==> src/rtl/decoupled_fetch_unit.sv <==
// Decoupled fetch unit: I$ request, pre-decode, BTB/DIRP + j/jal + RAS prediction, fetch queue.
// Optional build macro FETCH_RAS_RESTORE_EN: a redirect also restores the RAS top pointer.
module decoupled_fetch_unit #(
  parameter logic [15:0] PC_RESET_VAL  = 16'h0,
  parameter int          PC_WIDTH      = 14,
  parameter int          BTB_FRAMES    = 16,
  parameter int          RAS_DEPTH     = 8,
  parameter int          FETCH_Q_DEPTH = 4
) (
  input  logic                         CLK,
  input  logic                         nRST,
  input  logic                         from_pipeline_BTB_DIRP_update,
  input  logic [PC_WIDTH-1:0]          from_pipeline_BTB_DIRP_PC,
  input  logic [PC_WIDTH-1:0]          from_pipeline_BTB_target,
  input  logic                         from_pipeline_DIRP_taken,
  input  logic                         from_pipeline_take_resolved,
  input  logic [PC_WIDTH-1:0]          from_pipeline_resolved_PC,
  input  logic [$clog2(RAS_DEPTH)-1:0] from_pipeline_resolved_RAS_ptr,
  input  logic                         icache_hit,
  input  logic [31:0]                  icache_load,
  output logic                         icache_REN,
  output logic                         icache_halt,
  output logic [31:0]                  icache_addr,
  input  logic                         core_control_halt,
  output logic                         to_pipeline_ivalid,
  input  logic                         to_pipeline_ready,
  output logic [31:0]                  to_pipeline_instr,
  output logic [PC_WIDTH-1:0]          to_pipeline_PC,
  output logic [PC_WIDTH-1:0]          to_pipeline_nPC,
  output logic [$clog2(RAS_DEPTH)-1:0] to_pipeline_RAS_ptr
);

  localparam int LOG_BTB = $clog2(BTB_FRAMES);
  localparam int TAG_W   = PC_WIDTH - LOG_BTB;
  localparam int RAS_W   = $clog2(RAS_DEPTH);
  localparam int FQ_W    = $clog2(FETCH_Q_DEPTH);

  localparam logic [1:0] STRONG_NT = 2'd0;
  localparam logic [1:0] WEAK_NT   = 2'd1;
  localparam logic [1:0] WEAK_T    = 2'd2;
  localparam logic [1:0] STRONG_T  = 2'd3;

  typedef struct packed {
    logic [31:0]         instr;
    logic [PC_WIDTH-1:0] pc;
    logic [PC_WIDTH-1:0] npc;
    logic [RAS_W-1:0]    ras_ptr;
  } fq_entry_t;

  logic [PC_WIDTH-1:0] pc_q, pc_d, npc, pc_inc;
  logic [TAG_W-1:0]    btb_tag_q    [BTB_FRAMES];
  logic [PC_WIDTH-1:0] btb_target_q [BTB_FRAMES];
  logic [1:0]          dirp_q       [BTB_FRAMES];
  logic [PC_WIDTH-1:0] ras_q        [RAS_DEPTH];
  logic [RAS_W-1:0]    ras_top_q, ras_top_d;
  fq_entry_t           fq_q         [FETCH_Q_DEPTH];
  logic [FQ_W-1:0]     fq_head_q, fq_tail_q;
  logic [FQ_W:0]       fq_count_q, fq_count_d;
  logic                icache_halt_q;

  // Pre-decode of the I$ word (MIPS encoding)
  logic [5:0] opcode, funct;
  logic [4:0] rs;
  logic       is_branch, is_jump, is_jal, is_jr_ra;
  assign opcode    = icache_load[31:26];
  assign rs        = icache_load[25:21];
  assign funct     = icache_load[5:0];
  assign is_branch = (opcode == 6'h04) || (opcode == 6'h05);
  assign is_jump   = (opcode == 6'h02) || (opcode == 6'h03);
  assign is_jal    = (opcode == 6'h03);
  assign is_jr_ra  = (opcode == 6'h00) && (funct == 6'h08) && (rs == 5'd31);

  logic [LOG_BTB-1:0] rd_idx, wr_idx;
  logic               btb_tag_match, predict_taken;
  logic [RAS_W-1:0]   ras_top_m1;
  assign rd_idx        = pc_q[LOG_BTB-1:0];
  assign wr_idx        = from_pipeline_BTB_DIRP_PC[LOG_BTB-1:0];
  assign btb_tag_match = btb_tag_q[rd_idx] == pc_q[PC_WIDTH-1:LOG_BTB];
  assign predict_taken = dirp_q[rd_idx] >= WEAK_T;
  assign ras_top_m1    = ras_top_q - RAS_W'(1);
  assign pc_inc        = pc_q + PC_WIDTH'(1);

  // NOTE: every always_comb output gets a default assignment first so no latch is inferred.
  always_comb begin
    npc = pc_inc;
    if (is_branch && btb_tag_match && predict_taken) npc = btb_target_q[rd_idx];
    else if (is_jump)                                npc = icache_load[PC_WIDTH-1:0];
    else if (is_jr_ra)                               npc = ras_q[ras_top_m1];
  end

  logic fq_full, fq_empty, accept, pop;
  assign fq_full            = fq_count_q == (FQ_W+1)'(FETCH_Q_DEPTH);
  assign fq_empty           = fq_count_q == '0;
  assign icache_REN         = ~core_control_halt & ~fq_full;
  assign accept             = icache_hit & icache_REN & ~from_pipeline_take_resolved;
  assign to_pipeline_ivalid = ~fq_empty & ~from_pipeline_take_resolved;
  assign pop                = to_pipeline_ivalid & to_pipeline_ready;
  assign icache_addr        = {{(30-PC_WIDTH){1'b0}}, pc_q, 2'b00};
  assign icache_halt        = icache_halt_q;

  always_comb begin
    pc_d = pc_q;
    if (from_pipeline_take_resolved) pc_d = from_pipeline_resolved_PC;
    else if (accept)                 pc_d = npc;
  end

  always_comb begin
    ras_top_d = ras_top_q;
    if (accept && is_jal)        ras_top_d = ras_top_q + RAS_W'(1);
    else if (accept && is_jr_ra) ras_top_d = ras_top_m1;
`ifdef FETCH_RAS_RESTORE_EN
    if (from_pipeline_take_resolved) ras_top_d = from_pipeline_resolved_RAS_ptr;
`endif
  end

`ifndef FETCH_RAS_RESTORE_EN
  logic unused_resolved_ras_ptr;
  assign unused_resolved_ras_ptr = ^from_pipeline_resolved_RAS_ptr;
`endif

  always_comb begin
    fq_count_d = fq_count_q;
    if (accept && !pop)      fq_count_d = fq_count_q + (FQ_W+1)'(1);
    else if (!accept && pop) fq_count_d = fq_count_q - (FQ_W+1)'(1);
  end

  // NOTE: sequential state uses non-blocking assignments only, so every always_ff reads pre-edge values.
  always_ff @(posedge CLK or negedge nRST) begin
    if (!nRST) begin
      pc_q          <= PC_RESET_VAL[PC_WIDTH+1:2];
      ras_top_q     <= '0;
      icache_halt_q <= 1'b0;
    end else begin
      pc_q      <= pc_d;
      ras_top_q <= ras_top_d;
      if (core_control_halt) icache_halt_q <= 1'b1;
    end
  end

  // NOTE: the storage arrays are reset because their cleared contents are visible after reset
  // (BTB misses, stale-RAS returns, zero head fields).
  always_ff @(posedge CLK or negedge nRST) begin
    if (!nRST) begin
      for (int i = 0; i < BTB_FRAMES; i++) begin
        btb_tag_q[i]    <= '0;
        btb_target_q[i] <= '0;
        dirp_q[i]       <= WEAK_NT;
      end
    end else if (from_pipeline_BTB_DIRP_update) begin
      btb_tag_q[wr_idx]    <= from_pipeline_BTB_DIRP_PC[PC_WIDTH-1:LOG_BTB];
      btb_target_q[wr_idx] <= from_pipeline_BTB_target;
      if (from_pipeline_DIRP_taken) begin
        if (dirp_q[wr_idx] != STRONG_T) dirp_q[wr_idx] <= dirp_q[wr_idx] + 2'd1;
      end else begin
        if (dirp_q[wr_idx] != STRONG_NT) dirp_q[wr_idx] <= dirp_q[wr_idx] - 2'd1;
      end
    end
  end

  always_ff @(posedge CLK or negedge nRST) begin
    if (!nRST) begin
      for (int i = 0; i < RAS_DEPTH; i++) ras_q[i] <= '0;
    end else if (accept && is_jal) begin
      ras_q[ras_top_q] <= pc_inc;
    end
  end

  // Fetch queue: circular buffer, flushed wholesale on a redirect
  always_ff @(posedge CLK or negedge nRST) begin
    if (!nRST) begin
      for (int i = 0; i < FETCH_Q_DEPTH; i++) fq_q[i] <= '0;
      fq_head_q  <= '0;
      fq_tail_q  <= '0;
      fq_count_q <= '0;
    end else if (from_pipeline_take_resolved) begin
      fq_head_q  <= '0;
      fq_tail_q  <= '0;
      fq_count_q <= '0;
    end else begin
      if (accept) begin
        fq_q[fq_tail_q] <= '{instr: icache_load, pc: pc_q, npc: npc, ras_ptr: ras_top_q};
        fq_tail_q       <= fq_tail_q + FQ_W'(1);
      end
      if (pop) fq_head_q <= fq_head_q + FQ_W'(1);
      fq_count_q <= fq_count_d;
    end
  end

  assign to_pipeline_instr   = fq_q[fq_head_q].instr;
  assign to_pipeline_PC      = fq_q[fq_head_q].pc;
  assign to_pipeline_nPC     = fq_q[fq_head_q].npc;
  assign to_pipeline_RAS_ptr = fq_q[fq_head_q].ras_ptr;

endmodule

==> config.mk <==
export PLATFORM = sky130hd
export DESIGN_NAME = decoupled_fetch_unit
export DESIGN_NICKNAME = d
export VERILOG_FILES = /design/src/rtl/decoupled_fetch_unit.sv
export SDC_FILE = /design/constraint.sdc
export NUM_CORES = 1
export LEC_CHECK = 0
export CORE_ASPECT_RATIO = 1.5
export CORE_MARGIN = 1.5
export CORE_UTILIZATION = 45
export DETAILED_ROUTE_END_ITERATION = 12
export GPL_ROUTABILITY_DRIVEN = 0
export REMOVE_ABC_BUFFERS = 1
export SLEW_MARGIN = 0
export SYNTH_ARGS = -nofsm -noshare
export SYNTH_HDL_FRONTEND = slang
export SYNTH_SLANG_ARGS = --single-unit
==> constraint.sdc <==
create_clock -name CLK -period 7.1 [get_ports CLK]
set_input_delay 0.71 -clock CLK [delete_from_list [all_inputs] [get_ports CLK]]
set_output_delay 0.71 -clock CLK [all_outputs]
set_load 0.005 [all_outputs]
# Word level (Yosys, flattened, before mapping)
# Index checks and enable logic that the tools add are counted.
[word_totals]
regBits = 805
wordCells = 198
[classes]
addsub = 9
order_cmp = 10
eq_ne = 10
n_mux = 51
n_bitwise = 15
n_reduce_logical = 25
[ops]
columns = ["op", "n"]
rows = [
  ["252-bit bitwise mux", 1],
  ["224-bit bitwise mux", 1],
  ["63-bit 2-to-1 mux", 3],
  ["160-bit bitwise mux", 1],
  ["14-bit 2-to-1 mux", 11],
  ["63-bit binary-select mux with 2-bit select", 1],
  ["63-bit demux with 2-bit select", 1],
  ["112-bit bitwise mux", 1],
  ["32-bit 2-to-1 mux", 3],
  ["32-bit bitwise mux", 2],
  ["14-bit binary-select mux with 4-bit select", 1],
  ["14-bit demux with 4-bit select", 1],
  ["14-bit binary-select mux with 3-bit select", 1],
  ["14-bit demux with 3-bit select", 1],
  ["10-bit binary-select mux with 4-bit select", 1],
  ["10-bit demux with 4-bit select", 1],
  ["10-bit 2-to-1 mux", 3],
  ["2-bit 2-to-1 mux", 9],
  ["2-bit binary-select mux with 4-bit select", 2],
  ["3-bit 2-to-1 mux", 5],
  ["14-bit by 1-bit adder with 14-bit output, second input constant", 1],
  ["6-bit by 2-bit equality test with 1-bit output, second input constant", 2],
  ["6-bit by 3-bit equality test with 1-bit output, second input constant", 2],
  ["1-bit logical AND", 11],
  ["other kinds (31)", 54],
]

# Longest topological paths before layout
# Gate-level depths: netlist (run 1).
[logic_depth]
depth_word = 10
ltp_mapped = 14

# Least setup slack after synthesis (run 1)
# No wires, ideal clock.
[synth_timing]
path_kind = "input-to-reg"
from = "input port from_pipeline_BTB_DIRP_PC[0]"
to = "register dirp_q[5] (netlist name)"
arrival_ns = 3.609
path_slack_ns = 3.367
cell_stages = 10
n_path_buf = 2
cell_sequence = "clkbuf_1 buf_1 mux4_2 mux4_2 ha_1 mux2i_1 nand2_1 nor3b_1 nand3_1 mux2_2"
[synth_via]
elab_chain_cells = 8
[synth_rtl]
columns = ["item", "line", "text"]
rows = [
  ["from (decl)", "13", "input logic [PC_WIDTH-1:0] from_pipeline_BTB_DIRP_PC,"],
  ["4-bit inverter with 5-bit output (not written as such) *", "153, 155", ""],
  ["2-bit binary-select mux with 4-bit select, or another cell as far along", "153, 155", ""],
  ["2-bit 2-to-1 mux (not written as such) or 1-bit logical AND (tied branches)", "153, 155", ""],
  ["2-bit 2-to-1 mux (not written as such)", "153, 155", ""],
  ["2-bit by 1-bit subtractor with 2-bit output, or another cell as far along", "155", "if (dirp_q[wr_idx] != STRONG_NT) dirp_q[wr_idx] <= dirp_q[wr_idx] - 2'd1;"],
  ["32-bit bitwise mux (on tied branches)", "155, 153", ""],
  ["32-bit 2-to-1 mux (on tied branches)", "155, 153", ""],
  ["32-bit 2-to-1 mux", "152", "if (from_pipeline_DIRP_taken) begin"],
  ["to (signal, indexed assignment)", "147", "dirp_q[i] <= WEAK_NT;"],
  ["to (decl)", "53", "logic [1:0] dirp_q [BTB_FRAMES];"],
]
# Every way passes the cells marked *; elsewhere a longest branch is shown, timed or not. The select of a mux whose other input is x is not followed.
# A chain may end at the register's enable or synchronous reset.

# Worst setup path after layout (run 1)
[layout_timing]
from = "register pc_q[0]"
to = "register fq_q[78] (netlist name)"
[layout_via]
elab_chain_cells = 9
[layout_rtl]
columns = ["item", "line", "text"]
rows = [
  ["from (decl)", "50", "logic [PC_WIDTH-1:0] pc_q, pc_d, npc, pc_inc;"],
  ["from (signal assigned)", "130", "pc_q <= PC_RESET_VAL[PC_WIDTH+1:2];"],
  ["from (signal assigned)", "134", "pc_q <= pc_d;"],
  ["4-bit inverter with 5-bit output (not written as such)", "78, 79, 86", ""],
  ["10-bit binary-select mux with 4-bit select", "78", "assign btb_tag_match = btb_tag_q[rd_idx] == pc_q[PC_WIDTH-1:LOG_BTB];"],
  ["10-bit 2-to-1 mux (not written as such) (2 in series)", "78", ""],
  ["10-bit equality test", "78", ""],
  ["1-bit logical AND (2 in series)", "86", "if (is_branch && btb_tag_match && predict_taken) npc = btb_target_q[rd_idx];"],
  ["14-bit 2-to-1 mux *", "86", ""],
  ["252-bit bitwise mux *", "181", "fq_q[fq_tail_q] <= '{instr: icache_load, pc: pc_q, npc: npc, ras_ptr: ras_top_q};"],
  ["to (signal, indexed assignment)", "181", ""],
  ["to (decl)", "56", "fq_entry_t fq_q [FETCH_Q_DEPTH];"],
]
# Marks and branches as above.

==> results.yml, run 1 <==
synth:
  synth_top_area_share_pct: 53.9
  synth.distinct_cells: 49
  synth.cell_area_sq_um: 36600
  synth_ff_type: "dfrtp_1"
  synthTopCellsByCount: "dfrtp_1 (789), mux2_2 (592), nand2_1 (222)"
  ys_ff_latch: 805
  synth_edf_count: 0
  ys_async_sr_fraction_pct: 100
  syn_inst: 2591
  synth_area_leader_cell: "dfrtp_1"
  yosysMostFrequentCell: "dfrtp_1"
  ys_top_cells_by_area: "dfrtp_1 (54%), mux2_2 (18%), mux4_2 (13%), nand2_1 (2.3%), o21ai_0 (2.2%)"
  ys_seq_area_share_pct: 55.0
  yosysWarnings: 0
  avgSynthCellArea_sq_um: 14.1
layout:
  instances_no_fill: 3776
  nFillCells: 6770
  drive_gt1_share_pct: 37.6
  post-route-util_pct: 51.8
  nets: 2769
  syn_to_final_growth_pct: 14.3
drt:
  ant_nets: 0
  wl_per_cell_um: 24.9
  avgViaCountPerCell: 5.83
  drc: 0
  routed_wl_um: 94000
  drtIter0Drc: 1322
  vias: 22000
  dr.pass1.iters: 5
setup_path:
  cp-start-kind: "register"
  cp_slowest_cell: "nor4_4"
  rrSetupSlack_ns: 2.40
  path_cells: "buf_12 -> mux4_2 -> a311oi_1 -> o2111ai_1 -> a311o_1 -> nor4_4 -> buf_4 -> mux2i_1 -> o21ai_0"
  endpoint_kind: "register"
  worstRegToRegCells: 9
  arrival_ns: 5.18
  cp.required_ns: 7.58
  crit_path_max_incr_delay_ns: 0.70
  cp_max_fo: 55
  worstSetupPathType: "reg -> reg"
  r2r_end: "fq_q[78]"
  cp_top_family: "compound AO/OA/AOI/OAI gates"
  r2r-start: "pc_q[0]"
  cp_num_buf_inv: 2
job:
  maxCapViolCount: 0
pwr:
  power_switching_mw: 3.77
  pwr-share-seq_pct: 45.2
  p_int_mw: 10.1
  p_sw_share_pct: 27.2
  total_power_mw: 13.8
  p_leak_nw: 17.9
  peakVddDrop_mv: 0.170
  combPwrFrac_pct: 24.1
  clkPwrFrac_pct: 30.7
  power_density_nw_per_um2: 331
timing:
  fmax_mhz: 213
  drv_slew: 0
  relSlewSlack_pct: 19.8
  timing.setup.tns_ns: 0
  fin_worst_skew_ns: 0.0307
  final-setup-viol-count: 0
  fin_crit_sh_pct: 66.1
  period_minus_slack_ns: 4.70
  tightest_slew_ns: 1.20
  rsz0062_at_grt: "false"
  hold_violations: 0
  whs_ns: 0.0517
floorplanning:
  coreArea_sq_um: 80900
  die_h_um: 352
  io_pins: 183
  initial_core_util_pct: 45.3
  rows: 128
  die-area_sq_um: 83200
  fp.dieW_um: 236
placement:
  dp_cells: 3635
  port_buffers: 161
  hpwlAfterDp_um: 58200
grt:
  antenna_found_initial: 4
  grt_max_degree: 177
  grt_pass1_wl_um: 146000
  grt-ovfl-total: 0
  track_usage_pct: 23.1
  grt_pass1_vias: 23900
clock_tree:
  postCtsHoldBufs: 0
  clock_path_buffers: 3
  clk_latency_ns: 0.66
  cts.reportedPaths.clkPinSlew_ns: 0.06
  cts_setup_buffers: 0
  htree_levels: 3
  cts.sinks: 805
  cts-resized-gates: 0
  cts_root_buf: "clkbuf_16"
  cts_made_buffers: 77
  cts_tree: "yes"
hold_path:
  hold_class: "in -> async"
outcome:
  status: "completed"
cell type report:
class | instances | area [sq um] | area share (%)
clock buffers | 117 | 2310 | 5.51
well taps | 1040 | 1300 | 3.11
multi-input cells | 1562 | 15700 | 37.4
inverters | 18 | 67.6 | 0.161
flip-flops and latches | 805 | 20200 | 48.2
clock inverters | 23 | 308 | 0.735
diodes | 1 | 2.50 | 0.00598
repair buffers | 210 | 2040 | 4.88
worst max-delay path by stage:
stage	from	end	slack, ns	cells after the start
4_1_cts	pc_q[0]	fq_q[195]	2.34	9
3_5_place_dp	from_pipeline_BTB_DIRP_PC[0]	dirp_q[29]	2.32	11
5_1_grt	pc_q[0]	pc_q[0]	2.13	9
6_report	pc_q[0]	fq_q[78]	2.40	9
2_1_floorplan	pc_q[0]	pc_q[10]	-0.43	7
3_3_place_gp	from_pipeline_BTB_DIRP_PC[0]	dirp_q[25]	2.37	8
placed cells by master, fill, tap and decap left out, drive strengths merged, types with 3 or more instances in the layout:
| master | count |
|---|---|
| nand2b | 3 |
| mux2 | 592 |
| clkinv | 17 |
| ha | 9 |
| bufinv | 5 |
| mux2i | 58 |
| nand3b | 3 |
| xor2 | 9 |
| inv | 19 |
| a21oi | 67 |
| dfrtp | 789 |
| and3 | 12 |
| o221ai | 14 |
| buf | 51 |
| nand2 | 222 |
| nor4 | 5 |
| nor2 | 91 |
| dfstp | 16 |
| nor3 | 11 |
| nor2b | 3 |
| nor3b | 4 |
| mux4 | 213 |
| o21ai | 163 |
| nand3 | 16 |
| clkbuf | 117 |
| conb | 18 |
| xnor2 | 22 |
| nand4 | 7 |
| clkdlybuf4s50 | 159 |
metal layers:
metal / vias up / track usage [%] / share of wire (%)
met2: 490 / 40.9 / 52
met5: - / 0 / 0.028
li1: 9540 / - / -
met1: 11800 / 28.6 / 41
met4: 4 / 8.95 / 3.4
met3: 151 / 3.08 / 4.0
power groups by stage:
stage,combinational [mW],clock (mW),sequential (mW)
detailed placement,3.38,0,6.35
CTS,3.39,4.36,6.26
floorplan,2.11,0,6.20
finish,3.33,4.25,6.25
global placement,3.29,0,6.23
global route,3.60,4.55,6.39
flip-flops by register name (all words and copies together), names as in the netlist, named ones only:
signal and flops:
icache_halt 1, btb_target_q 224, fq_count_q 3, ras_top_q 3
fq_head_q 2, fq_tail_q 2, ras_q 112, btb_tag_q 160
fq_q 252, dirp_q 16, pc_q 14
logic make-up (layout without fill, tap and decap cells):
| group | Yosys count | count (layout) | share of synthesized area, % |
|---|---|---|---|
| AO/OA/AOI/OAI | 258 | 258 | 3.82 |
| flip-flops | 805 | 805 | 55.0 |
| adder cells (fa/ha/maj) | 10 | 10 | 0.362 |
| other | 1 | 19 | 0.0102 |
| multiplexers | 863 | 863 | 32.9 |
| AND/OR/NAND/NOR | 382 | 382 | 4.39 |
| XOR/XNOR | 31 | 31 | 0.741 |
| buffers and inverters | 241 | 368 | 2.77 |
through the flow:
stage	cell area, sq um	worst slack (ns)
2_1_floorplan	35800	-0.431
3_3_place_gp	39200	2.37
3_5_place_dp	39200	2.32
4_1_cts	41900	2.34
5_1_grt	41900	2.13
6_report	41900	2.40
Note: power is estimated with default switching activity, not from simulation.
==> run 2, diff against run 1 <==
==> constraint.sdc (replaced) <==
create_clock -name CLK -period 4.5 [get_ports CLK]
set_input_delay 0.45 -clock CLK [delete_from_list [all_inputs] [get_ports CLK]]
set_output_delay 0.45 -clock CLK [all_outputs]
set_load 0.005 [all_outputs]
==> results.yml, run 2 (synthesis gave the netlist of run 1 again) <==
outcome:
  status: "completed"
layout:
  instances_no_fill: 3825
  post-route-util_pct: 52.5
  final_common_cell: "dfrtp_1"
  largestRegisters: "fq_q x252, btb_target_q x224, btb_tag_q x160"
  multiInputGateArea_sq_um: 15600
  syn_to_final_growth_pct: 15.9
  final_cell_mix: "dfrtp_1 (783), mux2_2 (592), nand2_1 (218), mux4_2 (213), o21ai_0 (163)"
  register_area_sq_um: 20200
  nets: 2814
  largest_reg_flops: 252
  drive_gt1_share_pct: 38.7
  regMostFlops: "fq_q"
  nFillCells: 6670
  final_cell_area_sq_um: 42500
clock_tree:
  cts.reportedPaths.clkPinSlew_ns: 0.06
  cts_setup_buffers: 0
  cts.sinks: 805
  clk_latency_ns: 0.63
  cts_tree: "yes"
  htree_levels: 3
  cts_root_buf: "clkbuf_16"
  postCtsHoldBufs: 1
  cts-resized-gates: 0
  cts_made_buffers: 78
  clock_path_buffers: 3
setup_path:
  worstSetupPathType: "reg -> reg"
  cp_max_fo: 20
  cp.required_ns: 5.01
  arrival_ns: 4.34
  endpoint_kind: "register"
  cp-start-kind: "register"
floorplanning:
  coreArea_sq_um: 80900
  die_h_um: 352
  io_pins: 183
  initial_core_util_pct: 45.3
  rows: 128
  fp.dieW_um: 236
  die-area_sq_um: 83200
pwr:
  power_density_nw_per_um2: 524
  clkPwrFrac_pct: 31.3
  p_sw_share_pct: 26.9
  pwr-share-seq_pct: 44.5
  peakVddDrop_mv: 0.289
  p_int_mw: 16.2
  combPwrFrac_pct: 24.1
  power_switching_mw: 5.99
  p_leak_nw: 18.3
timing:
  drv_slew: 0
  rsz0062_at_grt: "false"
  relSlewSlack_pct: 14.0
  period_minus_slack_ns: 3.83
  whs_ns: 0.276
  setup_ws_ns: 0.668
  fin_crit_sh_pct: 85.2
  final-setup-viol-count: 0
  hold_violations: 0
  fmax_mhz: 261
  tightest_slew_ns: 1.28
  fin_worst_skew_ns: 0.0174
placement:
  dp_cells: 3678
  place_area_sq_um: 39700
  port_buffers: 161
  hpwlAfterDp_um: 61400
  dpl_worst_slack_ns: 0.177
drt:
  dr.pass1.iters: 5
  drc: 0
  wl_per_cell_um: 25.1
  vias: 22100
  avgViaCountPerCell: 5.77
  drtIter0Drc: 1315
  ant_nets: 0
  routed_wl_um: 95900
hold_path:
  hold_class: "in -> reg"
grt:
  grt_max_degree: 117
  grt_pass1_wl_um: 150000
  grt_pass1_vias: 24400
  antenna_found_initial: 5
  track_usage_pct: 23.6
  grt-ovfl-total: 0
job:
  maxCapViolCount: 0
## run 2: cell count changes in the layout (fill, tap and decap cells not counted), sizes merged
cell         change
clkinv           -5
clkbuf           +8
dlygate4sd3      +1
diode            +1
buf             +43
clkinvlp         +1
inv              -1
bufinv           +1
## run 2: per-stage QoR
step	power (mW)	TNS, ns
detailed placement	15.5	0
CTS	22.5	0
global route	23.3	0
finish	22.2	0
global placement	15.2	0
floorplan	13.1	-309.80
## run 2: critical path, cell delays in order, from the launching register on
cell	delay [ns]
dfrtp_4	0.71
buf_4	0.38
mux4_2	0.53
mux2i_1	0.36
o221ai_1	0.16
o21ai_0	0.12
nand4_1	0.16
nor4_4	0.30
buf_12	0.23
mux2_2	0.40
a221o_1	0.32
## run 2: path summary, 6_finish.rpt
path,startpoint,end,slack (ns),cells after the start
min reg2reg,fq_q[68],fq_q[68],0.48,2
min,from_pipeline_take_resolved,fq_count_q[2],0.28,2
max in group asynchronous,nRST,fq_q[251],2.69,3
min in group asynchronous,nRST,fq_q[172],0.52,2
max,pc_q[0],pc_q[10],0.67,10
max reg2reg,pc_q[0],pc_q[10],0.67,10
## run 2: metal layers
metal / up-vias / share of wire (%) / track usage [%]
li1: 9640 / - / -
met1: 11800 / 40 / 29.0
met2: 457 / 53 / 42.0
met3: 162 / 3.6 / 3.17
met4: 6 / 3.6 / 9.28
met5: - / 0.035 / 0
## run 2: power groups by stage
stage	sequential [mW]	clock (mW)	combinational (mW)
6_report	9.91	6.97	5.37
5_1_grt	10.1	7.38	5.79
4_1_cts	9.92	7.14	5.46
3_5_place_dp	10.0	0	5.45
3_3_place_gp	9.89	0	5.28
2_1_floorplan	9.78	0	3.34
## run 2: layout make-up
class	count	area share, %
Clock buffer	125	5.87
Antenna cell	2	0.0118
Multi-Input combinational cell	1562	36.8
Tap cell	1040	3.06
Timing Repair Buffer	254	5.89
Clock inverter	19	0.628
Sequential cell	805	47.5
Inverter	18	0.159
